**src/rtl/banked_ram_dp_pkg.sv**
```systemverilog
// rtl/banked_ram_dp_pkg.sv - shared FSM encoding and lane-count helper for banked RAMs
package banked_ram_dp_pkg;

  typedef enum logic {
    ST_CLEAR = 1'b0,
    ST_READY = 1'b1
  } state_t;

  function automatic int lane_count(input int width, input int lane_width);
    return width / lane_width;
  endfunction

endpackage

```
**src/rtl/banked_ram_dp_ram_lane.sv**
```systemverilog
// rtl/banked_ram_dp_ram_lane.sv - one lane-wide storage array with its own write enable
module ram_lane #(
  parameter int LaneWidth   = 8,
  parameter int AddressSize = 4
) (
  input  logic                   clk,
  input  logic                   wen,
  input  logic [AddressSize-1:0] waddr,
  input  logic [LaneWidth-1:0]   wdata,
  input  logic [AddressSize-1:0] raddr,
  output logic [LaneWidth-1:0]   rdata
);

  logic [LaneWidth-1:0] mem [2**AddressSize];

  always_ff @(posedge clk) begin
    if (wen) mem[waddr] <= wdata;
  end

  // Unregistered read of the pre-edge contents; the top registers it.
  assign rdata = mem[raddr];

endmodule

```
**src/rtl/banked_ram_dp.sv**
```systemverilog
// rtl/banked_ram_dp.sv - dual-port lane-enabled RAM with clear engine and 1/2-cycle read pipeline
module banked_ram_dp
  import banked_ram_dp_pkg::*;
#(
  parameter int Width        = 8,
  parameter int LaneWidth    = 8,
  parameter int AddressSize  = 4,
  parameter int ReadLatency  = 1,
  parameter int ClearOnReset = 1
) (
  input  logic                         clk,
  input  logic                         rst,
  input  logic                         we,
  input  logic [Width/LaneWidth-1:0]   be,
  input  logic [AddressSize-1:0]       waddr,
  input  logic [Width-1:0]             D,
  input  logic                         re,
  input  logic [AddressSize-1:0]       raddr,
  output logic [Width-1:0]             Q,
  output logic                         valid,
  output logic                         busy
);

  localparam int Lanes = lane_count(Width, LaneWidth);
  localparam logic [AddressSize-1:0] LastAddr = '1;

  if (Lanes * LaneWidth != Width) begin : g_bad_width
    $error("banked_ram_dp: Width must be a multiple of LaneWidth");
  end
  if (ReadLatency != 1 && ReadLatency != 2) begin : g_bad_latency
    $error("banked_ram_dp: ReadLatency must be 1 or 2");
  end

  state_t                 state;
  logic [AddressSize-1:0] ptr;

  always_ff @(posedge clk) begin
    if (rst) begin
      state <= (ClearOnReset != 0) ? ST_CLEAR : ST_READY;
      busy  <= (ClearOnReset != 0);
      ptr   <= '0;
    end else if (state == ST_CLEAR) begin
      ptr <= ptr + 1'b1;
      if (ptr == LastAddr) begin
        state <= ST_READY;
        busy  <= 1'b0;
      end
    end
  end

  logic                   clearing, ready, rd_accept;
  logic [AddressSize-1:0] lane_waddr;
  logic [Width-1:0]       rd_word;

  assign clearing   = (state == ST_CLEAR) && !rst;
  assign ready      = (state == ST_READY) && !rst;
  assign rd_accept  = ready && re;
  assign lane_waddr = clearing ? ptr : waddr;

  for (genvar i = 0; i < Lanes; i++) begin : g_lane
    logic [LaneWidth-1:0] lane_rd;
    logic [LaneWidth-1:0] lane_wd;
    logic                 lane_we;

    assign lane_we = clearing || (ready && we && be[i]);
    assign lane_wd = clearing ? '0 : D[i*LaneWidth +: LaneWidth];

    ram_lane #(
      .LaneWidth  (LaneWidth),
      .AddressSize(AddressSize)
    ) u_lane (
      .clk  (clk),
      .wen  (lane_we),
      .waddr(lane_waddr),
      .wdata(lane_wd),
      .raddr(raddr),
      .rdata(lane_rd)
    );

    // Write-first per lane on a same-address collision.
    assign rd_word[i*LaneWidth +: LaneWidth] =
      (we && be[i] && (waddr == raddr)) ? D[i*LaneWidth +: LaneWidth] : lane_rd;
  end

  if (ReadLatency == 1) begin : g_lat1
    always_ff @(posedge clk) begin
      if (rst) begin
        Q     <= '0;
        valid <= 1'b0;
      end else begin
        valid <= rd_accept;
        if (rd_accept) Q <= rd_word;
      end
    end
  end else begin : g_lat2
    logic             s1_valid;
    logic [Width-1:0] s1_data;

    always_ff @(posedge clk) begin
      if (rst) begin
        Q        <= '0;
        valid    <= 1'b0;
        s1_valid <= 1'b0;
        s1_data  <= '0;
      end else begin
        s1_valid <= rd_accept;
        if (rd_accept) s1_data <= rd_word;
        valid <= s1_valid;
        if (s1_valid) Q <= s1_data;
      end
    end
  end

endmodule

```
**config.mk**
```make
export PLATFORM = sky130hd
export DESIGN_NAME = banked_ram_dp
export DESIGN_NICKNAME = d
export VERILOG_FILES = /design/src/rtl/banked_ram_dp_pkg.sv /design/src/rtl/banked_ram_dp_ram_lane.sv /design/src/rtl/banked_ram_dp.sv
export SDC_FILE = /design/constraint.sdc
export NUM_CORES = 1
export LEC_CHECK = 0
export ABC_AREA = 1
export CAP_MARGIN = 20
export CORE_UTILIZATION = 50
export DETAILED_ROUTE_END_ITERATION = 16
export PLACE_DENSITY_LB_ADDON = 0.05
export SLEW_MARGIN = 10
export SYNTH_ARGS = -nofsm -noshare
export SYNTH_HDL_FRONTEND = slang
export SYNTH_HIERARCHICAL = 1
export SYNTH_SLANG_ARGS = --single-unit
```
**constraint.sdc**
```tcl
create_clock -name clk -period 5.85 [get_ports clk]
set_input_delay 0.8775 -clock clk [delete_from_list [all_inputs] [get_ports clk]]
set_output_delay 0.8775 -clock clk [all_outputs]
set_load 0.02 [all_outputs]
```
# After elaboration in Yosys (flattened, before gate mapping)
# Memories as Yosys holds them, arrays and structs flattened. A register that Yosys moved wholly into a read port is not among the register bits.
# Index checks and enable logic that the tools add are counted.
[classes]
add_sub_neg = 1
eq_ne = 1
mux = 6
bitwise_logic = 1
n_reduce_logical = 8
[op_table]
columns = ["operator", "n"]
rows = [
  ["$mux W8", 1],
  ["$logic_and A1 B1 Y1", 5],
  ["$add A4 B1 Y4 const B", 1],
  ["$eq A4 B4 Y1 const B", 1],
  ["$mux W1", 4],
  ["$mux W4", 1],
  ["$reduce_and A2 Y1", 1],
  ["$logic_not A1 Y1", 1],
  ["$logic_or A1 B1 Y1", 1],
  ["$not A1 Y1", 1],
]
[totals]
register_bits = 7
mem_bits_rw = 128
output_inout_bits = 10
mem_count = 1
[mem_list]
columns = ["memory", "depth", "word_bits", "rd", "rd_clocked_by_memory_dff", "wr", "line", "rtl"]
rows = [
  ["g_lane[0].u_lane.mem", 16, 8, 1, 1, 1, "banked_ram_dp_ram_lane.sv:14", "logic [LaneWidth-1:0] mem [2**AddressSize];"],
]

# Logic depth before layout (Yosys ltp)
[logic_depth]
word_depth = 7
mapped_depth = 12
ltp_nobuf = 11

# Modules after synthesis
# The synthesis kept the hierarchy.
[by_module_without_submodules]
columns = ["mod", "n_inst", "cells_each", "area_each_um2"]
rows = [
  ["ram_lane", 1, 543, 5606.6],
  ["banked_ram_dp", 1, 140, 934.6],
]

# Worst setup path before layout
# Ideal clock, no wire load.
[synth_path]
path_kind = "input -> register"
startpoint = "input rst"
endpoint = "memory g_lane[0].u_lane.mem[10][0], enable pin"
arrival_ns = 1.914
required_time_ns = 5.480
slack_ns = 3.566
path_stages = 5
n_path_buf = 0
path_cell_list = "nor2_4 > mux2_1 > inv_1 > nand2_1 > nor2_1"
[synth_between]
elab_cells_between_ends = 9
classes_between = "mux (3); reduce/logical (6)"
[synth_rtl]
columns = ["element", "line", "rtl"]
rows = [
  ["start, declared", "banked_ram_dp.sv:12", "input logic rst,"],
  ["$logic_not A1 Y1", "banked_ram_dp.sv:55", "assign clearing = (state == ST_CLEAR) && !rst;"],
  ["$logic_and A1 B1 Y1", "banked_ram_dp.sv:55", ""],
  ["$mux W4", "banked_ram_dp.sv:58", "assign lane_waddr = clearing ? ptr : waddr;"],
  ["named net lane_waddr[0]", "banked_ram_dp.sv:52", "logic [AddressSize-1:0] lane_waddr;"],
  ["end, declared", "banked_ram_dp_ram_lane.sv:14", ""],
]
# The timed path passes the listed nets, and every way through them passes these cells.

# Final worst setup path
[layout_path]
startpoint = "input rst"
endpoint = "memory g_lane[0].u_lane.mem[2][5], enable pin"
# The elaborated chain is that of the path after synthesis.

==> key figures <==
Clocking
  • Total setup buffers inserted after CTS: 0
  • CTS tree: built
  • Cts hold-fix bufs: 0
  • CTS Buffer Depth: 2
  • Clock slew at reported path FFs: approximately 0.060 ns
  • Clock Sinks: ~140
  • CTS buffer count: 17
  • Worst skew pair latency: 0.42 ns
  • Post_cts resized: 0
  • CTS Root Cell: clkbuf_16
  • CTS HTree Levels: 4

Run
  • MaxCap Viol Count: 0

Global routing
  • Pin count of the biggest net entering global routing: 67
  • Total GRT Usage: 0.246
  • Vias in the first global route: approximately 4300
  • Total gr overflow: 0
  • First-pass GRT wire length: between 20000 and 25000 um
  • Antenna violations before repair: 0

Yosys
  • Syn_nets: 705
  • #FFs+latches synth: 143
  • Post-Syn Instances: between 600 and 700
  • Syn Std Cell Area: approximately 6500 um2
  • Unique cell type count in the Yosys netlist: 27
  • Mean Syn Cell Area: approximately 9.6 um2
  • Sequential area share after synthesis: 0.634
  • Yosys warnings: 6

Final layout
  • Layout Nets: 733
  • Most frequent cells in the layout: 206 x nand2_1, 128 x edfxtp_1, 124 x inv_1
  • Commonest non-fill, non-tap cell in the layout: nand2_1
  • Diode count: 0
  • Fillers: between 1000 and 1500
  • Layout cells sized above 1: 0.0747
  • Post-route cell area: between 7000 and 8000 um2
  • P&R area growth vs syn: 14.2%

Drt
  • Initial DRC count: 437
  • Via count: roughly 4600
  • Post-route ant nets: 0
  • Final wirelength: approximately 15000 um
  • Vias per cell: approximately 5.2
  • DRT Pass-1 Iters: 5
  • Residual DRC: 0
  • Routed wire per std cell: 17.1 um

STA
  • RSZ-0062 raised after global routing: no
  • Worst slew pin tran: between 0.9 and 1 ns
  • Final hold slack: roughly 0.47 ns
  • Setup_tns: 0 ns
  • Hold Fails Final Rpt: 0
  • Worst rel slew slack: 0.368
  • Tcrit/Tclk final: 0.511
  • Final setup fails: 0
  • Final Critical Period: approximately 3.0 ns
  • Slew Viols, Final: 0
  • Top achievable clock speed: 335 MHz
  • Clk_skew: a little over 0.006 ns

Die
  • Core Region: between 10000 and 15000 um2
  • Die X: 116 um
  • Initial Utilization: 0.516
  • Die Ht: 116 um
  • Ports: 31
  • Die area: about 14000 um2
  • Rows: between 40 and 50

Worst setup path
  • Largest delay share family, worst path: simple AND/OR/NAND/NOR gates
  • CP max FO: 16
  • Critical Path End Type: flip-flop
  • Setup crit start kind: primary input
  • Slowest CP cell: nor2_1
  • Critical path cell sequence: clkdlybuf4s50_1 > nor2_4 > mux2_1 > inv_1 > nand2_1 > nor2_1
  • CP peak stage delay: around 0.62 ns
  • Worst path bufs/invs: 2
  • CP required: just under 6 ns
  • Critical path arrival: 3.03 ns
  • Setup CP Type: primary input to flip-flop

Hold path
  • Hold Path Class: flip-flop to flip-flop

Placement
  • Final GP Congestion: approximately 0.82
  • I/O Buffers: 30
  • Final HPWL DP: slightly below 10000 um
  • Dpl cell area: a little under 7000 um2

Power
  • P_leak: between 3 and 4 nW
  • Peak supply drop: roughly 190 uV
  • Total power draw: 2.28 mW
  • Pwr Density: a little over 300 nW/um2

Run status
  • Outcome: completed
[final cells by class]
cell class                      count  area [um2]  area share
Tap cell                          172         215      0.0288
Multi-Input combinational cell    381        1730       0.231
Sequential cell                   143        4140       0.555
Timing Repair Buffer               36         353      0.0472
Clock inverter                     13        98.8      0.0132
Inverter                          132         500      0.0670
Clock buffer                       18         429      0.0575
[flip-flops by register name, summed over array words and instances (netlist names)]
register and flops:
g_lane.u_lane/mem 128, ptr 4, state 1, busy 1, Q 8, valid 1
[power by group]
part | internal, mW | switching, mW
Clock | 0.573 | 0.398
Combinational | 0.0500 | 0.124
Sequential | 1.13 | 0.00603
[per-stage QoR]
| step | instances | utilization | setup slack [ns] |
|---|---|---|---|
| final | 895 | 0.590 | 2.86 |
| after CTS | 894 | 0.588 | 2.86 |
| after detailed placement | 863 | 0.546 | 2.41 |
| after floorplan | 683 | - | 3.57 |
| after global routing | 895 | 0.590 | 2.74 |
| after global placement | 863 | 0.546 | 2.51 |
[worst register-to-register path, delay by kind of cell, from the launching register on]
family | cells | cell delay, ns
DFF | 1 | 0.54
AOI/OAI and AO/OA | 1 | 0.50
and+or+nand+nor | 3 | 1.07
[cell usage after synthesis]
cell      number  area [um2]
o21ai_1        1        5.00
dfxtp_1       15         300
buf_4          4        30.0
nand3b_1       2        15.0
nor2_8         2        40.0
nand3_4        2        35.0
buf_1          1        3.75
mux2_1         1        11.3
a31oi_1        1        6.26
nor2_1        28         105
nand4_1        9        56.3
nor2_4         1        11.3
nand2_2        2        12.5
nand2_4        1        11.3
edfxtp_1     128        3840
nor2_2         1        6.26
clkbuf_1       1        3.75
o21ai_0        5        25.0
a21oi_1        3        15.0
buf_6          6        67.6
nand2_1      206         773
inv_6          1        8.76
inv_2          7        26.3
inv_1        124         465
ha_1           1        12.5
buf_2         15        75.1
nand3_1      115         576
[metal layers]
layer | GRT usage | wire length (um)
met1 | 0.315 | 6540
met2 | 0.397 | 7480
met3 | 0.0612 | 839
met4 | 0.107 | 428
met5 | 0 | 0
[cell families (layout without fill, tap and decap cells)]
family                     count (synthesis)  in the layout  synth area share
buffers and inverters                    159            199             0.104
and+or+nand+nor                          369            369             0.251
adders and majority gates                  1              1           0.00191
muxes                                      1              1           0.00172
AOI/OAI and AO/OA                         10             10           0.00784
DFF                                      143            143             0.634
[worst paths after layout]
kind / from / endpoint / slack [ns] / cells after the start
max: rst / g_lane[0].u_lane/mem[2][5]$_DFFE_PP_ / 2.86 / 6
min: busy$_SDFFE_PP1P_ / busy$_SDFFE_PP1P_ / 0.47 / 2
max reg2reg: state$_SDFF_PP0_ / g_lane[0].u_lane/mem[15][2]$_DFFE_PP_ / 3.36 / 4
min reg2reg: busy$_SDFFE_PP1P_ / busy$_SDFFE_PP1P_ / 0.47 / 2
Note: power is estimated with default switching activity, not from simulation.
